$ cat src/rtl/gate_round_sequencer.sv
// gate_round_sequencer: round controller for the logic-gate puzzle.
// Picks LFSR targets, judges confirms, runs penalty and game end.
module gate_round_sequencer #(
  parameter logic [7:0]  SEED         = 8'h01,
  parameter logic [31:0] ROUND_CYCLES = 32'd500_000_000,
  parameter logic [31:0] BLANK_CYCLES = 32'd25_000_000,
  parameter logic [3:0]  MAX_MISSES   = 4'd3
) (
  input  logic       clk,
  input  logic       reset,
  input  logic       start,
  input  logic       confirm,
  input  logic [7:0] selected_gate,
  output logic [7:0] target_gate,
  output logic [7:0] completed_gate,
  output logic [3:0] score,
  output logic [3:0] misses,
  output logic       timer_en,
  output logic       vga_blankout,
  output logic       round_done,
  output logic       game_over,
  output logic       win
);

  typedef enum logic [2:0] {
    IDLE, ARM, PLAY, PENALTY, DONE
  } state_t;

  state_t      state, state_n;
  logic [7:0]  lfsr, lfsr_n;
  logic [2:0]  idx, idx_n;
  logic        arm_first, arm_first_n;
  logic [31:0] play_cnt, play_cnt_n;
  logic [31:0] pen_cnt, pen_cnt_n;
  logic [7:0]  target_n, completed_n;
  logic [3:0]  score_n, misses_n;
  logic        round_done_n, win_n;
  logic [2:0]  cand;
  logic [3:0]  miss_inc;
  logic [7:0]  hit_mask;
  logic        sel_onehot;
  logic        hit, miss;

  // Next-state and next-output logic for the whole game.
  always_comb begin
    state_n      = state;
    lfsr_n       = lfsr;
    idx_n        = idx;
    arm_first_n  = arm_first;
    play_cnt_n   = play_cnt;
    pen_cnt_n    = pen_cnt;
    target_n     = target_gate;
    completed_n  = completed_gate;
    score_n      = score;
    misses_n     = misses;
    round_done_n = 1'b0;
    win_n        = win;
    hit          = 1'b0;
    miss         = 1'b0;
    cand         = arm_first ? lfsr[2:0] : idx;
    miss_inc     = (misses == 4'd15) ? 4'd15 : misses + 4'd1;
    hit_mask     = completed_gate | target_gate;
    sel_onehot   = (selected_gate != 8'd0) &&
                   ((selected_gate & (selected_gate - 8'd1)) == 8'd0);
    unique case (state)
      IDLE, DONE: begin
        if (start) begin
          completed_n = 8'd0;
          score_n     = 4'd0;
          misses_n    = 4'd0;
          win_n       = 1'b0;
          lfsr_n      = SEED;
          arm_first_n = 1'b1;
          state_n     = ARM;
        end
      end
      ARM: begin
        arm_first_n = 1'b0;
        if (arm_first)
          lfsr_n = {lfsr[6:0], lfsr[7] ^ lfsr[5] ^ lfsr[4] ^ lfsr[3]};
        if (!completed_gate[cand]) begin
          target_n   = 8'd1 << cand;
          idx_n      = cand;
          play_cnt_n = 32'd0;
          state_n    = PLAY;
        end else begin
          idx_n = cand + 3'd1;
        end
      end
      PLAY: begin
        if (confirm) begin
          if (sel_onehot && selected_gate == target_gate) hit = 1'b1;
          else miss = 1'b1;
        end else if (play_cnt == ROUND_CYCLES - 32'd1) begin
          miss = 1'b1;
        end else begin
          play_cnt_n = play_cnt + 32'd1;
        end
      end
      PENALTY: begin
        if (pen_cnt == BLANK_CYCLES - 32'd1) begin
          play_cnt_n = 32'd0;
          state_n    = PLAY;
        end else begin
          pen_cnt_n = pen_cnt + 32'd1;
        end
      end
      default: state_n = IDLE;
    endcase
    if (hit) begin
      completed_n  = hit_mask;
      score_n      = score + 4'd1;
      round_done_n = 1'b1;
      target_n     = 8'd0;
      if (hit_mask == 8'hFF) begin
        win_n   = 1'b1;
        state_n = DONE;
      end else begin
        arm_first_n = 1'b1;
        state_n     = ARM;
      end
    end
    if (miss) begin
      misses_n = miss_inc;
      if (miss_inc >= MAX_MISSES) begin
        win_n    = 1'b0;
        target_n = 8'd0;
        state_n  = DONE;
      end else begin
        pen_cnt_n = 32'd0;
        state_n   = PENALTY;
      end
    end
  end

  // State and registered outputs; flags decode from the next state.
  always_ff @(posedge clk) begin
    if (reset) begin
      state          <= IDLE;
      lfsr           <= SEED;
      idx            <= 3'd0;
      arm_first      <= 1'b0;
      play_cnt       <= 32'd0;
      pen_cnt        <= 32'd0;
      target_gate    <= 8'd0;
      completed_gate <= 8'd0;
      score          <= 4'd0;
      misses         <= 4'd0;
      timer_en       <= 1'b0;
      vga_blankout   <= 1'b0;
      round_done     <= 1'b0;
      game_over      <= 1'b0;
      win            <= 1'b0;
    end else begin
      state          <= state_n;
      lfsr           <= lfsr_n;
      idx            <= idx_n;
      arm_first      <= arm_first_n;
      play_cnt       <= play_cnt_n;
      pen_cnt        <= pen_cnt_n;
      target_gate    <= target_n;
      completed_gate <= completed_n;
      score          <= score_n;
      misses         <= misses_n;
      timer_en       <= (state_n == ARM) || (state_n == PLAY) ||
                        (state_n == PENALTY);
      vga_blankout   <= (state_n == PENALTY);
      round_done     <= round_done_n;
      game_over      <= (state_n == DONE);
      win            <= win_n;
    end
  end

endmodule

$ cat config.mk
export PLATFORM = sky130hd
export DESIGN_NAME = gate_round_sequencer
export DESIGN_NICKNAME = d
export VERILOG_FILES = /design/src/rtl/gate_round_sequencer.sv
export SDC_FILE = /design/constraint.sdc
export NUM_CORES = 1
export LEC_CHECK = 0
export ABC_AREA = 1
export BUFFER_PORTS_ARGS = -buffer_cell sky130_fd_sc_hd__buf_2
export CELL_PAD_IN_SITES_DETAIL_PLACEMENT = 0
export CELL_PAD_IN_SITES_GLOBAL_PLACEMENT = 1
export CORE_UTILIZATION = 48
export CTS_BUF_LIST = sky130_fd_sc_hd__clkbuf_8
export DETAILED_ROUTE_END_ITERATION = 6
export GPL_TIMING_DRIVEN = 0
export HOLD_SLACK_MARGIN = 0.12
export PLACE_DENSITY_LB_ADDON = 0.1
export RECOVER_POWER = 100
export SETUP_SLACK_MARGIN = 0.2
export SLEW_MARGIN = 10
export SYNTH_ARGS = -nofsm -noshare
export SYNTH_HDL_FRONTEND = slang
export SYNTH_SLANG_ARGS = --single-unit
$ cat constraint.sdc
create_clock -name clk -period 5.3 [get_ports clk]
set_clock_uncertainty 0.2 [all_clocks]
set_input_delay 1.06 -clock clk [delete_from_list [all_inputs] [get_ports clk]]
set_output_delay 1.06 -clock clk [all_outputs]
set_load 0.01 [all_outputs]
==> results by group <==
Logic synthesis
  • Largest family of logic cells by synthesized area: simple AND/OR/NAND/NOR gates
  • Top cell type's share of synthesized area: between 30% and 40%
  • Syn Area/Cell: around 6.2 sq um
  • Post-synthesis sequential area ratio: 31.8%
  • Synth Area in XOR/XNOR: 6.44%
  • Post-Synth Adder-Cell Area: ~1.8%
  • Synthesis-stage register bit count: ~110
  • Post-synth top cells: nand2_1 (294), nor2_1 (199), inv_1 (111)
  • YS warnings: 0
  • Mapped Area: a little under 0.007 sq mm
  • Asr flop ratio synth: 0%
  • Synth Area in Simple Gates: about 40%
  • Most frequent cell after synthesis: nand2_1
  • Mux share of post-synthesis cell area: 0%
  • Most used DFF post-synth: dfxtp_1
  • Post-synthesis compound-gate area fraction: 10.4%
  • Yosys cell types: 40
  • Syn_nets: 1120
  • Cells after synthesis: 1098
  • Post-synth EDFFs: 0
  • Synth area leaders: dfxtp_1 (32%), nand2_1 (16%), nor2_1 (11%)
  • Cell taking the most area after synthesis: dfxtp_1

Clock tree
  • Clock Path Buffers: 2
  • Reg clk slew, reported paths: 0.13 ns
  • Sinks on Clock Net: 108
  • TritonCTS clock tree: built
  • # resized after CTS: 0
  • CTS Hold Buffers Added: 0
  • CTS Buf Count: 9
  • Post-CTS Setup Repair Bufs: 0
  • Clock Root Buffer: clkbuf_8
  • Clock Latency Late Sink: 0.40 ns
  • H-tree lvl count: 3

Detailed routing
  • Via Count: 6863
  • DR iter-0 viols: 459
  • DRC viols: 0
  • Wire per inst: 14.1 um
  • Drt via density: 5.15
  • Final WL: 18800 um
  • Pre-Repair DR Iteration Count: 7
  • Remaining antenna violation count: 0

Die
  • IO Pins: between 40 and 50
  • Die area: 0.0146 sq mm
  • FP Rows: 43
  • Core Footprint: about 0.014 sq mm
  • Die height: 121 um
  • Initial Utilization: between 40% and 50%
  • Die span in x: ~120 um

Placed design
  • GP Congestion: 0.925
  • Place WS: 2.14 ns
  • Post-DP HPWL: 14300 um
  • Placed inst area: 0.00722 sq mm
  • Port Buffers: 39

Cells and area
  • Final nets: 1170
  • Fin util: 53.1%
  • Area of the multi-input gates: 0.00397 sq mm
  • FILL cells: 1539
  • Register Area: 0.00216 sq mm
  • Layout area overhead: 7.98%
  • Share of layout cells above drive strength 1: 4.25%
  • Antenna Cells: 0
  • Final instance area: 0.00734 sq mm

Worst hold path
  • Worst Hold Depth: 2
  • Worst min path class: register to register
  • Hold Path End: lfsr[7]
  • Hold_sp: lfsr[6]

Setup path
  • Startpoint types: register
  • CP arrival: 3.60 ns
  • R2R setup slack: 1.77 ns
  • Crit path kind: register to register
  • FF-to-FF End: pen_cnt[30]
  • RR Startpoint: play_cnt[0]
  • CP Max Fanout: 10
  • CP Capture Type: register
  • Req. time, crit path: 5.36 ns
  • Worst r2r path cells: 11

Timing
  • Final WS setup: approximately 1.8 ns
  • Post-route setup TNS: 0 ns
  • Fin. max-slew vios: 0
  • Fin crit share: 66.6%
  • Worst slew pin tran: 0.652 ns
  • Fin. Hold Viols: 0
  • Fin crit period: between 3 and 4 ns
  • Rel. slew slack: 56.2%
  • Final Setup Violations: 0
  • RSZ-0062 raised after global routing: false
  • Fmax: 0.283 GHz

Outcome
  • Status: finished clean

Job
  • Maxcap violations: 0

Power
  • Peak VDD IR: 234 uV
  • Total power: 0.00242 W
  • PwrDens: 330 mW/mm^2
  • Leak Pwr: 2.53 nW

Global route
  • Initial antenna violation count: 0
  • Total track usage: 26.9%
  • Vias in the first global route: 6348
  • Largest net degree at the start of global routing: 21
  • Gr ovfl total: 0
  • Global-route wire length before repair: just over 30000 um
-- cell type report --
| type | instances | share of cell area [%] |
|---|---|---|
| well taps | 180 | 3.07 |
| clock buffers | 9 | 1.69 |
| flip-flops and latches | 108 | 29.4 |
| plain buffers | 32 | 2.10 |
| clock inverters | 7 | 1.52 |
| inverters | 118 | 6.03 |
| multi-input cells | 840 | 54.1 |
| repair buffers | 39 | 2.11 |
-- state kept, by name, summed over array words and instances (netlist names), 3 cells and up --
| register | cells |
|---|---|
| lfsr | 8 |
| idx | 3 |
| completed_gate | 8 |
| pen_cnt | 32 |
| target_gate | 8 |
| state | 3 |
| score | 4 |
| misses | 4 |
| play_cnt | 32 |
-- cell usage in the layout (no fill, tap or decap), types with 6 or more instances in the layout --
cell | Yosys | final
buf_2 | 6 | 10
nand4_1 | 15 | 15
nand3_1 | 85 | 88
xnor2_1 | 15 | 15
dfxtp_1 | 108 | 108
xor2_1 | 35 | 35
nor2_1 | 199 | 201
a221oi_1 | 6 | 6
o21ai_0 | 44 | 45
ha_1 | 10 | 10
clkbuf_8 | 0 | 9
nand2_1 | 294 | 295
inv_1 | 111 | 112
nor3_1 | 34 | 34
a21oi_1 | 63 | 64
clkbuf_1 | 15 | 56
-- per-stage QoR --
step | instances | hold slack [ns]
5_1_grt | 1333 | 0.304
3_3_place_gp | 1317 | 0.256
6_report | 1333 | 0.272
3_5_place_dp | 1317 | 0.253
4_1_cts | 1333 | 0.275
2_1_floorplan | 1098 | 0.236
-- critical path: stages (launching register included) --
cell and delay [ns]:
dfxtp_1 0.42, ha_1 0.36, clkinv_1 0.15, nor2_1 0.45, nand2_1 0.23, nor2_1 0.18, nand2_1 0.11, a21oi_1 0.30
nand3_1 0.19, nand2_1 0.23, clkbuf_1 0.47, nor2_1 0.10
-- worst max-delay path by stage --
stage / startpoint / to / depth (start not counted)
after floorplan: selected_gate[5] / score[3] / 11
after global placement: selected_gate[5] / target_gate[4] / 12
after detailed placement: selected_gate[5] / target_gate[4] / 12
after CTS: play_cnt[0] / pen_cnt[26] / 11
after global routing: play_cnt[0] / pen_cnt[17] / 11
final: play_cnt[0] / pen_cnt[30] / 11
-- logic make-up (layout without fill, tap and decap cells) --
family | count (synthesis) | in the layout
simple gates | 652 | 652
buf+inv | 150 | 205
flops | 108 | 108
compound gates | 128 | 128
xor+xnor | 50 | 50
fa+ha+maj | 10 | 10
-- layer usage --
| layer | global-route usage [%] | up-vias | wire (um) |
|---|---|---|---|
| met5 | 0 | - | 0 |
| met2 | 43.7 | 180 | 8220 |
| met1 | 37.1 | 3077 | 9130 |
| met3 | 4.84 | 15 | 1190 |
| li1 | - | 3591 | - |
| met4 | 5.56 | 0 | 217 |
-- power by group --
part	internal (W)	switching [W]	total, W
clock	0.000280	0.000323	0.000603
combinational	0.000255	0.000608	0.000864
sequential	0.000884	0.0000706	0.000955
Power figures use the tool's default switching activity.
